`config.mk`:
```
export PLATFORM = sky130hd
export DESIGN_NAME = regfile_port_arbiter
export DESIGN_NICKNAME = d
export VERILOG_FILES = /design/src/rtl/regfile_port_arbiter.sv
export SDC_FILE = /design/constraint.sdc
export NUM_CORES = 1
export LEC_CHECK = 0
export CAP_MARGIN = 20
export CORE_UTILIZATION = 45
export CTS_BUF_LIST = sky130_fd_sc_hd__clkbuf_4
export CTS_CLUSTER_DIAMETER = 200
export DETAILED_ROUTE_END_ITERATION = 12
export PLACE_DENSITY_LB_ADDON = 0.3
export SYNTH_ARGS = -nofsm -noshare
export SYNTH_HDL_FRONTEND = slang
export SYNTH_SLANG_ARGS = --single-unit
```
`constraint.sdc`:
```
create_clock -name clk -period 4.2 [get_ports clk]
set_input_delay 1.05 -clock clk [delete_from_list [all_inputs] [get_ports clk]]
set_output_delay 1.05 -clock clk [all_outputs]
set_load 0.05 [all_outputs]
```
`src/rtl/regfile_port_arbiter.sv`:
```
// regfile_port_arbiter
//
// Owns the single write port of the register file. After reset (and on
// clr_start) it walks every register from 0 to NUM_REGS-1, writing zero,
// one write per cycle. Once that clear pass is done it arbitrates between
// two writeback requesters with valid/ready handshakes:
//   A = pipeline writeback, B = load/multiply unit.
// Contention is resolved round-robin. The write port outputs are
// registered. Writes to register 0 are accepted but dropped.
//
// Ports
//   clk           rising-edge clock
//   reset         asynchronous, active-low reset
//   clr_start     one-cycle pulse, re-runs the clear pass (ignored while clearing)
//   a_valid/a_ready/a_addr/a_data   requester A handshake and payload
//   b_valid/b_ready/b_addr/b_data   requester B handshake and payload
//   rf_regWrite   registered write enable to the register file
//   rf_writeReg   registered write address
//   rf_writeData  registered write data
//   init_busy     high while the clear pass runs
module regfile_port_arbiter #(
    parameter int DATA_W   = 32,
    parameter int ADDR_W   = 5,
    parameter int NUM_REGS = 32
) (
    input  logic              clk,
    input  logic              reset,
    input  logic              clr_start,
    input  logic              a_valid,
    output logic              a_ready,
    input  logic [ADDR_W-1:0] a_addr,
    input  logic [DATA_W-1:0] a_data,
    input  logic              b_valid,
    output logic              b_ready,
    input  logic [ADDR_W-1:0] b_addr,
    input  logic [DATA_W-1:0] b_data,
    output logic              rf_regWrite,
    output logic [ADDR_W-1:0] rf_writeReg,
    output logic [DATA_W-1:0] rf_writeData,
    output logic              init_busy
);

    typedef enum logic {
        ST_INIT = 1'b0,
        ST_ARB  = 1'b1
    } state_t;

    // Requester identity for the round-robin pointer.
    typedef enum logic {
        GR_A = 1'b0,
        GR_B = 1'b1
    } grant_t;

    localparam logic [ADDR_W-1:0] LAST_REG = ADDR_W'(NUM_REGS - 1);

    state_t              state_q,      state_d;
    logic [ADDR_W-1:0]   cnt_q,        cnt_d;
    grant_t              last_grant_q, last_grant_d;
    logic                rf_we_q,      rf_we_d;
    logic [ADDR_W-1:0]   rf_addr_q,    rf_addr_d;
    logic [DATA_W-1:0]   rf_data_q,    rf_data_d;

    logic arb_ok;
    logic a_hs;
    logic b_hs;

    // clr_start takes priority over any grant in the cycle it is seen.
    assign arb_ok  = (state_q == ST_ARB) && !clr_start;

    // A requester that is not contended for is always ready; under
    // contention the one that did not win last time gets the slot.
    assign a_ready = arb_ok && (!b_valid || (last_grant_q == GR_B));
    assign b_ready = arb_ok && (!a_valid || (last_grant_q == GR_A));

    assign a_hs    = a_valid && a_ready;
    assign b_hs    = b_valid && b_ready;

    assign init_busy    = (state_q == ST_INIT);
    assign rf_regWrite  = rf_we_q;
    assign rf_writeReg  = rf_addr_q;
    assign rf_writeData = rf_data_q;

    always_comb begin
        state_d      = state_q;
        cnt_d        = cnt_q;
        last_grant_d = last_grant_q;
        rf_we_d      = 1'b0;
        rf_addr_d    = rf_addr_q;
        rf_data_d    = rf_data_q;

        unique case (state_q)
            ST_INIT: begin
                rf_we_d   = 1'b1;
                rf_addr_d = cnt_q;
                rf_data_d = '0;
                if (cnt_q == LAST_REG) begin
                    cnt_d   = '0;
                    state_d = ST_ARB;
                end else begin
                    cnt_d   = cnt_q + ADDR_W'(1);
                end
            end

            ST_ARB: begin
                if (clr_start) begin
                    state_d = ST_INIT;
                    cnt_d   = '0;
                end else if (a_hs) begin
                    rf_we_d      = (a_addr != '0);
                    rf_addr_d    = a_addr;
                    rf_data_d    = a_data;
                    last_grant_d = GR_A;
                end else if (b_hs) begin
                    rf_we_d      = (b_addr != '0);
                    rf_addr_d    = b_addr;
                    rf_data_d    = b_data;
                    last_grant_d = GR_B;
                end
            end

            default: begin
                state_d = ST_INIT;
                cnt_d   = '0;
            end
        endcase
    end

    always_ff @(posedge clk or negedge reset) begin
        if (!reset) begin
            state_q      <= ST_INIT;
            cnt_q        <= '0;
            last_grant_q <= GR_B;
            rf_we_q      <= 1'b0;
            rf_addr_q    <= '0;
            rf_data_q    <= '0;
        end else begin
            state_q      <= state_d;
            cnt_q        <= cnt_d;
            last_grant_q <= last_grant_d;
            rf_we_q      <= rf_we_d;
            rf_addr_q    <= rf_addr_d;
            rf_data_q    <= rf_data_d;
        end
    end

endmodule

```
# Word-level counts from Yosys, hierarchy flattened
# Index checks and enable logic that the tools add are counted.
# Widths: inputs -> output; s select.
# word_totals
register_bits	45
latchBits	0
mem_bits_rw	0
romBits	0
inputBits	79
out_inout_bits	41
elab_cells	49
mem_count	0
# op_classes
add_sub_neg	1
multipliers	0
div_mod_pow	0
order_cmp	0
eq_ne	4
n_shift	0
n_mux	20
bitwise	3
reduce_logical	15
# op_table
operator	count
$mux 32	3
$pmux 32 s2	1
$mux 5	5
$pmux 5 s2	2
$reduce_bool 5->1	2
$mux 1	7
$add 5x1->5 const B	1
$eq 5x5->1 const B	1
$logic_and 1x1->1	5
$ne 2x2->1 const B	2
$pmux 1 s2	2
$logic_not 1->1	3
$ne 3x1->1 const B	1
$not 1->1	3
$reduce_and 3->1	1
$logic_or 1x1->1	2
$reduce_and 2->1	1
$reduce_bool 2->1	1

# Depth between registers and ports, before layout
# depth
ltp_word	8
mapped_depth	8
ltp_nobuf	5

# Least setup slack after synthesis
# No wires, ideal clock.
# synth_timing
path_kind	input to output
startpoint	input port a_valid
endpoint	output port b_ready
t_arrival_ns	2.032
required_time_ns	3.150
setup_slack_ns	1.118
cell_stages	2
path_buffers	1
cell_sequence	buf_2 > a21oi_1
# synth_via
elab_chain_len	3
# synth_lines
element	line_no	rtl
start, declared	29	input logic a_valid,
$logic_not 1->1	73	assign b_ready = arb_ok && (!a_valid || (last_grant_q == GR_A));
$logic_or 1x1->1	73	
$logic_and 1x1->1	73	
end, declared	34	output logic b_ready,
# Every way passes these cells.

# Worst setup path in the final report
# layout_timing
startpoint	input port clr_start
endpoint	output port b_ready
# layout_via
elab_chain_len	3
# layout_lines
element	line_no	rtl
start, declared	28	input logic clr_start,
$logic_not 1->1	68	assign arb_ok = (state_q == ST_ARB) && !clr_start;
$logic_and 1x1->1	68	
$logic_and 1x1->1	73	
# Every way passes these cells.

==> flow_metrics.py <==
metrics = {
    "synthesis": {
        "synth_cell_types": 36,
        "syn-cell-area_sq_um": 2380,
        "synth.yosys.seq_area_share": 0.474,
        "syn-num-nets": 294,
        "synthArstFlopShare": 1.00,
        "avgSynthCellArea_sq_um": 11.2,
        "synth_area_leader_cell": "dfrtp_1",
        "syn_inst": 213,
        "synthTopCellsByArea": "dfrtp_1 (46%), mux2i_1 (15%), nand3_1 (5.9%)",
        "ys_ff_latch": 45,
        "synth_top_area_share": 0.463,
        "synth_edf_count": 0,
        "synth_ff_type": "dfrtp_1",
        "yosys_warnings": 0,
    },
    "grt": {
        "grtUsageTotal": 0.207,
        "antenna_found_initial": 0,
        "grt_pass1_vias": 1859,
        "grt_pass1_wl_microns": 8740,
        "grt_overflow": 0,
        "grt_max_degree": 46,
    },
    "clock_tree": {
        "ctsHtreeMaxLevel": 2,
        "cts_hold_buffers": 0,
        "cts_sinks": 45,
        "post-cts-setup-buffer-count": 0,
        "cts_root_buffer": "clkbuf_4",
        "cts_made_buffers": 5,
        "clk_pin_slew_ns": 0.12,
        "clock_latency_ns": 0.36,
        "ctsResizeCount": 0,
        "cts_max_path_buffers": 2,
        "cts_tree": "built",
    },
    "cells_and_area": {
        "drive_above_1_share": 0.116,
        "design_area_sq_um": 3660,
        "fillers": 390,
        "antennaDiodeCount": 0,
        "final_common_cell": "clkdlybuf4s50_1",
        "syn_to_final_growth_pct": 54.2,
        "layout_common_cells": "clkdlybuf4s50_1 (117), dfrtp_1 (44), mux2i_1 (36), nand3_1 (28), o21ai_1 (22)",
        "fin_nets": 408,
    },
    "critical_path": {
        "worstPathMaxFanout": 5,
        "cp_slowest_cell": "clkdlybuf4s50_1",
        "crit_chain": "clkdlybuf4s50_1, nand2b_1, a21oi_1, clkdlybuf4s50_1",
        "arrival_ns": 2.76,
        "cp_common_cell": "clkdlybuf4s50_1",
        "r2r-start": "state_q",
        "cp-start-kind": "input port",
        "end_kind": "output pin",
        "cp_data_required_time_ns": 3.15,
        "crit_start": "clr_start",
        "critical_path_class": "in -> out",
        "crit_path_max_incr_delay_ns": 0.82,
        "regToRegSetupSlack_ns": 2.15,
    },
    "die": {
        "coreArea_sq_um": 5110,
        "die_h_microns": 74.7,
        "dieArea_sq_um": 5570,
        "io_pins": 120,
        "die_x_microns": 74.7,
        "initial_core_util": 0.465,
        "row_count": 26,
    },
    "place": {
        "portBuffers": 119,
        "post_dp_cell_area_sq_um": 3540,
        "post-place-ws_ns": 0.393,
        "gp_congestion": 0.769,
        "dp_hpwl_microns": 4190,
    },
    "pwr": {
        "clockPowerShare": 0.174,
        "power.leakage_nw": 1.61,
        "p_sw_w": 0.000807,
        "power_frac_seq": 0.322,
        "combPwrFrac": 0.504,
        "p_sw_frac": 0.424,
        "peakVddDrop_uv": 509,
        "p_int_w": 0.00110,
        "power.density_nw_per_um2": 519,
    },
    "sta": {
        "setup_viol": 0,
        "fmax_ghz": 0.262,
        "tightest_slew_ns": 1.00,
        "layout_setup_ws_ns": 0.390,
        "layout_min_cycle_time_ns": 3.81,
        "finClkSkew_ns": 0.0144,
        "rsz0062_at_grt": "false",
        "period_share": 0.907,
        "slew_headroom": 0.328,
        "final.setup.tns_ns": 0,
        "hold_viol_final": 0,
        "report.final.slew_viol_count": 0,
    },
    "drt": {
        "drt_iter0_drc": 69,
        "firstDrtPassIters": 4,
        "drt_wl_total_microns": 5820,
        "drc": 0,
        "viasPerCell": 5.11,
        "antenna_left": 0,
        "wl_per_cell_microns": 14.6,
        "vias": 2034,
    },
    "hold_path": {
        "min_from": "rf_writeData[4]",
        "min_path_type": "reg -> reg",
    },
    "outcome": {
        "status": "completed",
    },
    "run": {
        "max-cap-violations": 0,
    },
}
[metrics by stage]
step | utilization | hold slack [ns] | total power [W] | instances
global route | 0.717 | 0.559 | 0.00200 | 398
detailed placement | 0.693 | 0.503 | 0.00158 | 389
floorplan | - | 0.495 | 0.00129 | 213
finish | 0.717 | 0.529 | 0.00190 | 398
CTS | 0.713 | 0.533 | 0.00192 | 397
global placement | 0.693 | 0.496 | 0.00157 | 389
[routing by layer]
layer | share of wire | vias to the layer above | GRT usage
met5 | 0 | - | 0
met4 | 0.0088 | 0 | 0.0524
met3 | 0.089 | 6 | 0.0602
met2 | 0.47 | 85 | 0.343
met1 | 0.44 | 927 | 0.268
li1 | - | 1016 | -
[layout make-up]
type / instances / area, sq um / area share
flip-flops and latches: 45 / 1130 / 0.308
clock inverters: 3 / 65.1 / 0.0178
inverters: 1 / 3.75 / 0.00102
clock buffers: 5 / 37.5 / 0.0102
repair buffers: 124 / 1230 / 0.337
well taps: 70 / 87.6 / 0.0239
multi-input cells: 150 / 1110 / 0.303
[logic make-up (layout without fill, tap and decap cells)]
logic type,Yosys count,after routing,share of synthesized area
AO/OA/AOI/OAI,54,54,0.151
XOR/XNOR,2,2,0.00737
adder cells (fa/ha/maj),2,2,0.0105
buffers and inverters,18,133,0.0590
flip-flops,45,45,0.474
multiplexers,36,36,0.152
AND/OR/NAND/NOR,56,56,0.146
[final timing paths]
check,to,cells past startpoint
worst min register to register,rf_writeData[4],2
worst max-delay path,b_ready,4
max in group asynchronous,last_grant_q,2
worst max register to register,rf_writeData[0],6
min in group asynchronous,cnt_q[0],1
worst min-delay path,rf_writeData[4],2
[synth_stat cells, types with 2 or more instances]
master / number
dfrtp_1: 44
mux2i_1: 36
nand3_1: 28
o21ai_1: 22
o21ai_2: 10
buf_6: 9
nor2_1: 9
a21oi_1: 7
nand3_2: 6
a22o_1: 4
clkbuf_1: 4
o22ai_1: 4
buf_2: 3
a31oi_1: 2
ha_1: 2
nand2_1: 2
nor2b_4: 2
[power by group through the flow]
stage               sequential, W  combinational (W)  clock (W)
global placement         0.000618           0.000951          0
detailed placement       0.000619           0.000965          0
floorplan                0.000837           0.000456          0
finish                   0.000612           0.000959   0.000330
CTS                      0.000612           0.000964   0.000342
global route             0.000625            0.00102   0.000355
[critical path, delay by kind of cell]
| kind | cells | cell delay, ns |
|---|---|---|
| and+or+nand+nor | 1 | 0.23 |
| buffers and inverters | 2 | 1.33 |
| AOI/OAI and AO/OA | 1 | 0.15 |
[flip-flops by register name (all words and copies together), names as in the netlist]
| signal | cells |
|---|---|
| rf_writeData | 32 |
| cnt_q | 5 |
| rf_writeReg | 5 |
| rf_regWrite | 1 |
| last_grant_q | 1 |
| state_q | 1 |
Note: power is estimated with default switching activity, not from simulation.
